File: src/rtl/ipdc_host_if.sv
// rtl/ipdc_host_if.sv - command, pixel source, ipdc op/stream and result signals of ipdc_host
interface ipdc_host_if;
  logic        i_cmd_valid;
  logic [2:0]  i_cmd_mode;
  logic        o_cmd_ready;
  logic [5:0]  o_pix_addr;
  logic [23:0] i_pix_data;
  logic        o_op_valid;
  logic [2:0]  o_op_mode;
  logic        o_in_valid;
  logic [23:0] o_in_data;
  logic        i_in_ready;
  logic        i_out_valid;
  logic [23:0] i_out_data;
  logic        o_res_valid;
  logic [3:0]  o_res_idx;
  logic [23:0] o_res_data;
  logic        o_done;
  logic        o_err;

  // master is the host sequencer, slave is the command source / pixel memory / ipdc side
  modport master (
    input  i_cmd_valid, i_cmd_mode, i_pix_data, i_in_ready, i_out_valid, i_out_data,
    output o_cmd_ready, o_pix_addr, o_op_valid, o_op_mode, o_in_valid, o_in_data,
    output o_res_valid, o_res_idx, o_res_data, o_done, o_err
  );

  modport slave (
    output i_cmd_valid, i_cmd_mode, i_pix_data, i_in_ready, i_out_valid, i_out_data,
    input  o_cmd_ready, o_pix_addr, o_op_valid, o_op_mode, o_in_valid, o_in_data,
    input  o_res_valid, o_res_idx, o_res_data, o_done, o_err
  );
endinterface

File: src/rtl/ipdc_host.sv
// rtl/ipdc_host.sv - ipdc host sequencer: op issue, 64-pixel load, result capture, watchdog
module ipdc_host #(
  parameter int TIMEOUT = 4095
) (
  input  logic        i_clk,
  input  logic        i_rst_n,
  ipdc_host_if.master bus
);
  localparam int WD_W = $clog2(TIMEOUT + 1);
  localparam logic [WD_W-1:0] WD_LAST = WD_W'(TIMEOUT - 1);

  typedef enum logic [2:0] {IDLE, ISSUE, LOAD, WAIT_ACK, COLLECT, FINISH} state_t;

  state_t          state;
  state_t          state_nxt;
  logic [2:0]      mode_q;
  logic [6:0]      pix_idx;
  logic [3:0]      res_cnt;
  logic [WD_W-1:0] wd_cnt;
  logic            in_valid_q;
  logic [23:0]     in_data_q;
  logic            res_valid_q;
  logic [3:0]      res_idx_q;
  logic [23:0]     res_data_q;
  logic            err_q;

  logic cmd_fire;
  logic in_fire;
  logic last_pix;
  logic watching;
  logic wd_expire;

  assign cmd_fire  = bus.i_cmd_valid && bus.o_cmd_ready;
  assign in_fire   = in_valid_q && bus.i_in_ready;
  // pix_idx counts pixels already loaded into o_in_data, so 64 means pixel 63 is on the bus
  assign last_pix  = (pix_idx == 7'd64);
  assign watching  = (state == WAIT_ACK) || (state == COLLECT);
  assign wd_expire = watching && !bus.i_out_valid && (wd_cnt == WD_LAST);

  always_ff @(posedge i_clk or negedge i_rst_n) begin
    if (!i_rst_n) begin
      state <= IDLE;
    end else begin
      state <= state_nxt;
    end
  end

  always_comb begin
    state_nxt = state;
    case (state)
      IDLE:     if (cmd_fire) state_nxt = ISSUE;
      ISSUE: begin
        if (mode_q == 3'd0)      state_nxt = LOAD;
        else if (mode_q <= 3'd4) state_nxt = COLLECT;
        else                     state_nxt = WAIT_ACK;
      end
      LOAD:     if (in_fire && last_pix) state_nxt = WAIT_ACK;
      WAIT_ACK: begin
        if (bus.i_out_valid) state_nxt = FINISH;
        else if (wd_expire)  state_nxt = IDLE;
      end
      COLLECT: begin
        if (bus.i_out_valid && res_cnt == 4'd15) state_nxt = FINISH;
        else if (wd_expire)                      state_nxt = IDLE;
      end
      FINISH:   state_nxt = IDLE;
      default:  state_nxt = IDLE;
    endcase
  end

  always_ff @(posedge i_clk or negedge i_rst_n) begin
    if (!i_rst_n) begin
      mode_q      <= 3'd0;
      pix_idx     <= 7'd0;
      res_cnt     <= 4'd0;
      wd_cnt      <= '0;
      in_valid_q  <= 1'b0;
      in_data_q   <= 24'd0;
      res_valid_q <= 1'b0;
      res_idx_q   <= 4'd0;
      res_data_q  <= 24'd0;
      err_q       <= 1'b0;
    end else begin
      res_valid_q <= 1'b0;
      err_q       <= wd_expire;
      if (cmd_fire) mode_q <= bus.i_cmd_mode;
      // a state change (entry or exit) or any out_valid restarts the watchdog
      if (watching && !bus.i_out_valid && state_nxt == state) wd_cnt <= wd_cnt + 1'b1;
      else                                                     wd_cnt <= '0;
      case (state)
        IDLE: begin
          pix_idx <= 7'd0;
          res_cnt <= 4'd0;
        end
        ISSUE: begin
          if (mode_q == 3'd0) begin
            in_valid_q <= 1'b1;
            in_data_q  <= bus.i_pix_data;
            pix_idx    <= 7'd1;
          end
        end
        LOAD: begin
          if (in_fire) begin
            if (last_pix) begin
              in_valid_q <= 1'b0;
              in_data_q  <= 24'd0;
            end else begin
              in_data_q <= bus.i_pix_data;
              pix_idx   <= pix_idx + 7'd1;
            end
          end
        end
        COLLECT: begin
          if (bus.i_out_valid) begin
            res_valid_q <= 1'b1;
            res_idx_q   <= res_cnt;
            res_data_q  <= bus.i_out_data;
            res_cnt     <= res_cnt + 4'd1;
          end
        end
        default: ;
      endcase
    end
  end

  assign bus.o_cmd_ready = (state == IDLE) && i_rst_n;
  assign bus.o_pix_addr  = pix_idx[5:0];
  assign bus.o_op_valid  = (state == ISSUE);
  assign bus.o_op_mode   = (state == ISSUE) ? mode_q : 3'd0;
  assign bus.o_in_valid  = in_valid_q;
  assign bus.o_in_data   = in_data_q;
  assign bus.o_res_valid = res_valid_q;
  assign bus.o_res_idx   = res_idx_q;
  assign bus.o_res_data  = res_data_q;
  assign bus.o_done      = (state == FINISH);
  assign bus.o_err       = err_q;
endmodule

File: src/flat_wrapper.sv
// flat-port wrapper written by rule: the top's interface ports become plain ports
module ipdc_host_flat 
#(
  parameter int TIMEOUT = 4095
)
  (i_clk, i_rst_n, bus_i_cmd_valid, bus_i_cmd_mode, bus_i_pix_data, bus_i_in_ready, bus_i_out_valid, bus_i_out_data, bus_o_cmd_ready, bus_o_pix_addr, bus_o_op_valid, bus_o_op_mode, bus_o_in_valid, bus_o_in_data, bus_o_res_valid, bus_o_res_idx, bus_o_res_data, bus_o_done, bus_o_err);
  ipdc_host_if bus_i ();
  input  logic i_clk;
  input  logic i_rst_n;
  input wire logic [$bits(bus_i.i_cmd_valid)-1:0] bus_i_cmd_valid;
  input wire logic [$bits(bus_i.i_cmd_mode)-1:0] bus_i_cmd_mode;
  input wire logic [$bits(bus_i.i_pix_data)-1:0] bus_i_pix_data;
  input wire logic [$bits(bus_i.i_in_ready)-1:0] bus_i_in_ready;
  input wire logic [$bits(bus_i.i_out_valid)-1:0] bus_i_out_valid;
  input wire logic [$bits(bus_i.i_out_data)-1:0] bus_i_out_data;
  output wire logic [$bits(bus_i.o_cmd_ready)-1:0] bus_o_cmd_ready;
  output wire logic [$bits(bus_i.o_pix_addr)-1:0] bus_o_pix_addr;
  output wire logic [$bits(bus_i.o_op_valid)-1:0] bus_o_op_valid;
  output wire logic [$bits(bus_i.o_op_mode)-1:0] bus_o_op_mode;
  output wire logic [$bits(bus_i.o_in_valid)-1:0] bus_o_in_valid;
  output wire logic [$bits(bus_i.o_in_data)-1:0] bus_o_in_data;
  output wire logic [$bits(bus_i.o_res_valid)-1:0] bus_o_res_valid;
  output wire logic [$bits(bus_i.o_res_idx)-1:0] bus_o_res_idx;
  output wire logic [$bits(bus_i.o_res_data)-1:0] bus_o_res_data;
  output wire logic [$bits(bus_i.o_done)-1:0] bus_o_done;
  output wire logic [$bits(bus_i.o_err)-1:0] bus_o_err;
  assign bus_i.i_cmd_valid = bus_i_cmd_valid;
  assign bus_i.i_cmd_mode = bus_i_cmd_mode;
  assign bus_i.i_pix_data = bus_i_pix_data;
  assign bus_i.i_in_ready = bus_i_in_ready;
  assign bus_i.i_out_valid = bus_i_out_valid;
  assign bus_i.i_out_data = bus_i_out_data;
  assign bus_o_cmd_ready = bus_i.o_cmd_ready;
  assign bus_o_pix_addr = bus_i.o_pix_addr;
  assign bus_o_op_valid = bus_i.o_op_valid;
  assign bus_o_op_mode = bus_i.o_op_mode;
  assign bus_o_in_valid = bus_i.o_in_valid;
  assign bus_o_in_data = bus_i.o_in_data;
  assign bus_o_res_valid = bus_i.o_res_valid;
  assign bus_o_res_idx = bus_i.o_res_idx;
  assign bus_o_res_data = bus_i.o_res_data;
  assign bus_o_done = bus_i.o_done;
  assign bus_o_err = bus_i.o_err;
  ipdc_host #(.TIMEOUT(TIMEOUT)) u_core (.i_clk(i_clk), .i_rst_n(i_rst_n), .bus(bus_i));
endmodule
File: config.mk
export PLATFORM = sky130hd
export DESIGN_NAME = ipdc_host_flat
export DESIGN_NICKNAME = d
export VERILOG_FILES = /design/src/rtl/ipdc_host_if.sv /design/src/rtl/ipdc_host.sv /design/src/flat_wrapper.sv
export SDC_FILE = /design/constraint.sdc
export NUM_CORES = 1
export LEC_CHECK = 0
export ABC_AREA = 1
export ABC_CLOCK_PERIOD_IN_PS = 1500
export CAP_MARGIN = 20
export CORE_ASPECT_RATIO = 0.7
export CORE_MARGIN = 2
export CORE_UTILIZATION = 29
export DETAILED_ROUTE_END_ITERATION = 12
export GPL_TIMING_DRIVEN = 0
export PLACE_DENSITY_LB_ADDON = 0.3
export SLEW_MARGIN = 0
export SYNTH_ARGS = -nofsm -noshare
export SYNTH_HDL_FRONTEND = slang
export SYNTH_SLANG_ARGS = --single-unit
File: constraint.sdc
create_clock -name i_clk -period 1.5 [get_ports i_clk]
set_clock_uncertainty 0.05 [all_clocks]
set_input_delay 0.3 -clock i_clk [delete_from_list [all_inputs] [get_ports i_clk]]
set_output_delay 0.3 -clock i_clk [all_outputs]
set_load 0.05 [all_outputs]
==> summary.md <==
| Metric | Value |
|---|---|
| Die X | ~150 um |
| # placed instances | between 700 and 800 |
| Initial core utilization | 0.294 |
| Crit-path max FO | 6 |
| All-layer global routing usage | 0.149 |
| Yosys warns | 0 |
| Num Clock Sinks | 84 |
| Internal power | around 0.008 W |
| Setup CP Type | reg2reg |
| Top cells by area, synth | dfrtp_1 (52%), nand2_1 (12%), inv_1 (5.1%), nand3_2 (3.9%), o21ai_2 (3.7%) |
| Pin count of the biggest net entering global routing | between 50 and 60 |
| Root buffer cell | clkbuf_16 |
| Number of max-cap violations | 0 |
| Worst rel slew slack | 0.802 |
| Post-layout min period | roughly 1.8 ns |
| Final Worst Setup Slack | -0.295 ns |
| Core footprint | around 14,000 um^2 |
| Fillcell total | about 1,200 |
| Failing checks | hold timing, setup timing |
| Synth Register Bits | 84 |
| Cell area after synthesis | about 4100 um^2 |
| RSZ-0062 raised after global routing | yes |
| Reg power frac | 0.239 |
| Row Count | 36 |
| P_sw | slightly below 0.007 W |
| Mapped Cells | around 450 |
| Avg Vias per Cell | between 4 and 5 |
| Clk_lat worst skew | approximately 0.33 ns |
| Post-Synthesis Mean Instance Area | between 8 and 9 um^2 |
| Antenna violations before repair | 0 |
| Clock slew at reported path FFs | 0.06 ns |
| Commonest non-fill, non-tap cells in the layout | nand2_1 (117), dfrtp_1 (77), clkdlybuf4s15_2 (55) |
| Overall routed net length | approximately 11,000 um |
| Die span in y | between 100 and 150 um |
| Reg2reg start | u_core.state[0] |
| Vias in the first global route | between 3,000 and 4,000 |
| CTS tree | built |
| Min-delay worst type | in2async |
| First DRT Iteration DRCs | around 120 |
| CP Data Required Time | around 1.7 ns |
| Boundary Pins | roughly 120 |
| Clk buf depth | 2 |
| Cell taking the most area after synthesis | dfrtp_1 |
| Non-filler cells, final | 827 |
| Fin nets | roughly 700 |
| Startpoint types | flop |
| Reg2Reg Depth | 11 |
| First-pass GRT wire length | roughly 18,000 um |
| Placer Congestion | about 0.76 |
| Post-synth cell types | 32 |
| Final hold slack | -0.0911 ns |
| Area occupied by multi-input gates | 1900 um^2 |
| Commonest non-fill, non-tap cell in the layout | nand2_1 |
| Die area | 15,000 um^2 |
| Critical Path Sink Type | flop |
| Synth top area share | 0.518 |
| Final setup TNS | -13.34 ns |
| Sw frac | 0.460 |
| Number of port buffers | 122 |
| Status | finished with violations |
| Final ANT Viol Nets | 0 |
| Register area share after synthesis | 0.518 |
| Total power | 0.0148 W |
| Setup-failing EPs final | between 60 and 70 |
| Ant diodes | 0 |
| Register area | between 2000 and 2500 um^2 |
| Power share of the combinational group | 0.597 |
| Power share of the clock group | 0.164 |
| 1st-pass router iterations | 4 |
| CTS Buf Count | 9 |
| Remaining DRCs | 0 |
| WL/cell | 13.7 um |
| Post-synth net total | just over 500 |
| Routed via count | 3,557 |
| Gr ovfl total | 0 |
| Worst slew pin tran | 0.297 ns |
| Syn-to-layout area delta | 70.4% |
| CP Data Arrival Time | slightly above 2 ns |
| Worst IR Drop VDD | between 0.001 and 0.0015 V |
| H-tree depth | 3 |
| Final Hold Fails | between 50 and 60 |
| Static leakage | slightly above 3 nW |
| Layout cells sized above 1 | 0.408 |
| Pwr Density | ~2100 nW/um^2 |
| Final Cycle Share | 1.20 |
| Final Max Slew Viols | 0 |
| Fmax | between 500 and 600 MHz |
| R2r setup slk | -0.29 ns |
| Post-DP HPWL | between 7000 and 8000 um |
| Reg-to-reg endpoint | u_core.state[1] |
[worst max path at each step]
stage	from	endpoint	slack (ns)	cells past startpoint
after floorplan	u_core.state[0]	u_core.wd_cnt[3]	-0.04	9
after global placement	i_rst_n	bus_o_cmd_ready	-3.87	3
after detailed placement	i_rst_n	bus_o_cmd_ready	-0.91	4
after CTS	u_core.state[1]	bus_o_cmd_ready	-0.26	5
after global routing	u_core.wd_cnt[0]	u_core.wd_cnt[5]	-0.38	13
final	u_core.state[0]	u_core.state[1]	-0.29	11
[metrics by stage]
step                worst slack [ns]  instance area [um^2]  utilization
finish                        -0.295                  6910        0.501
global route                  -0.378                  6910        0.501
CTS                           -0.260                  6370        0.463
detailed placement            -0.914                  5600        0.406
global placement               -3.87                  5570        0.404
floorplan                    -0.0421                  4110            -
[cell families (layout without fill, tap and decap cells)]
logic type / Yosys count / count (layout) / synth area share
adders and majority gates: 7 / 7 / 0.0216
and+or+nand+nor: 217 / 217 / 0.258
buffers and inverters: 82 / 268 / 0.0953
DFF: 84 / 84 / 0.518
xor gates and xnor gates: 13 / 13 / 0.0281
AOI/OAI and AO/OA: 48 / 48 / 0.0787
[per-layer routing]
| metal | vias up | part of all wire | GRT usage |
|---|---|---|---|
| met5 | - | 0 | 0 |
| met4 | 0 | 0.013 | 0.0430 |
| met3 | 14 | 0.072 | 0.0606 |
| met2 | 91 | 0.47 | 0.236 |
| met1 | 1675 | 0.44 | 0.189 |
| li1 | 1777 | - | - |
[Yosys cell counts, drive strengths merged]
cell type / count
a21oi: 5
and2: 1
buf: 18
clkbuf: 3
clkinv: 1
dfrtp: 84
ha: 7
inv: 60
nand2: 128
nand3: 34
nand4: 3
nor2: 34
nor3: 17
o21a: 1
o21ai: 38
o22ai: 1
o31ai: 3
xnor2: 5
xor2: 8
[sequential cells by signal (all words and copies together), names as in the netlist]
name                    flops
u_core.bus.o_err            1
u_core.bus.o_in_data       24
u_core.bus.o_in_valid       1
u_core.bus.o_res_data      24
u_core.bus.o_res_idx        4
u_core.bus.o_res_valid      1
u_core.mode_q               3
u_core.pix_idx              7
u_core.res_cnt              4
u_core.state                3
u_core.wd_cnt              12
[area by class of cell]
| class | instances | share of cell area |
|---|---|---|
| clock buffers | 10 | 0.0346 |
| flip-flops and latches | 84 | 0.305 |
| inverters | 61 | 0.0378 |
| well taps | 190 | 0.0344 |
| clock inverters | 5 | 0.0121 |
| multi-input cells | 285 | 0.275 |
| plain buffers | 21 | 0.0349 |
| repair buffers | 171 | 0.266 |
[critical path: stages, from the launching register on]
cell,delay [ns]
dfrtp_2,0.44
inv_2,0.08
nor2_4,0.17
buf_4,0.14
nand2_1,0.06
nor2_1,0.14
nand2_2,0.08
buf_4,0.14
buf_4,0.13
buf_4,0.13
buf_4,0.12
nand2_1,0.05
[power groups by stage]
stage	Clock (W)	Sequential (W)	Combinational (W)
floorplan	0	0.00572	0.00258
global placement	0	0.00352	0.00691
detailed placement	0	0.00356	0.00701
CTS	0.00250	0.00354	0.00783
global route	0.00260	0.00365	0.00939
finish	0.00243	0.00354	0.00884
[repair_timing]
action,CTS,global route
pin swaps,9,20
endpoints found under the setup margin,144,90
setup buffers,27,14
cloned,3,2
endpoints found under the hold margin,27,27
gates resized for setup,282,87
(Power assumes the default switching activity.)
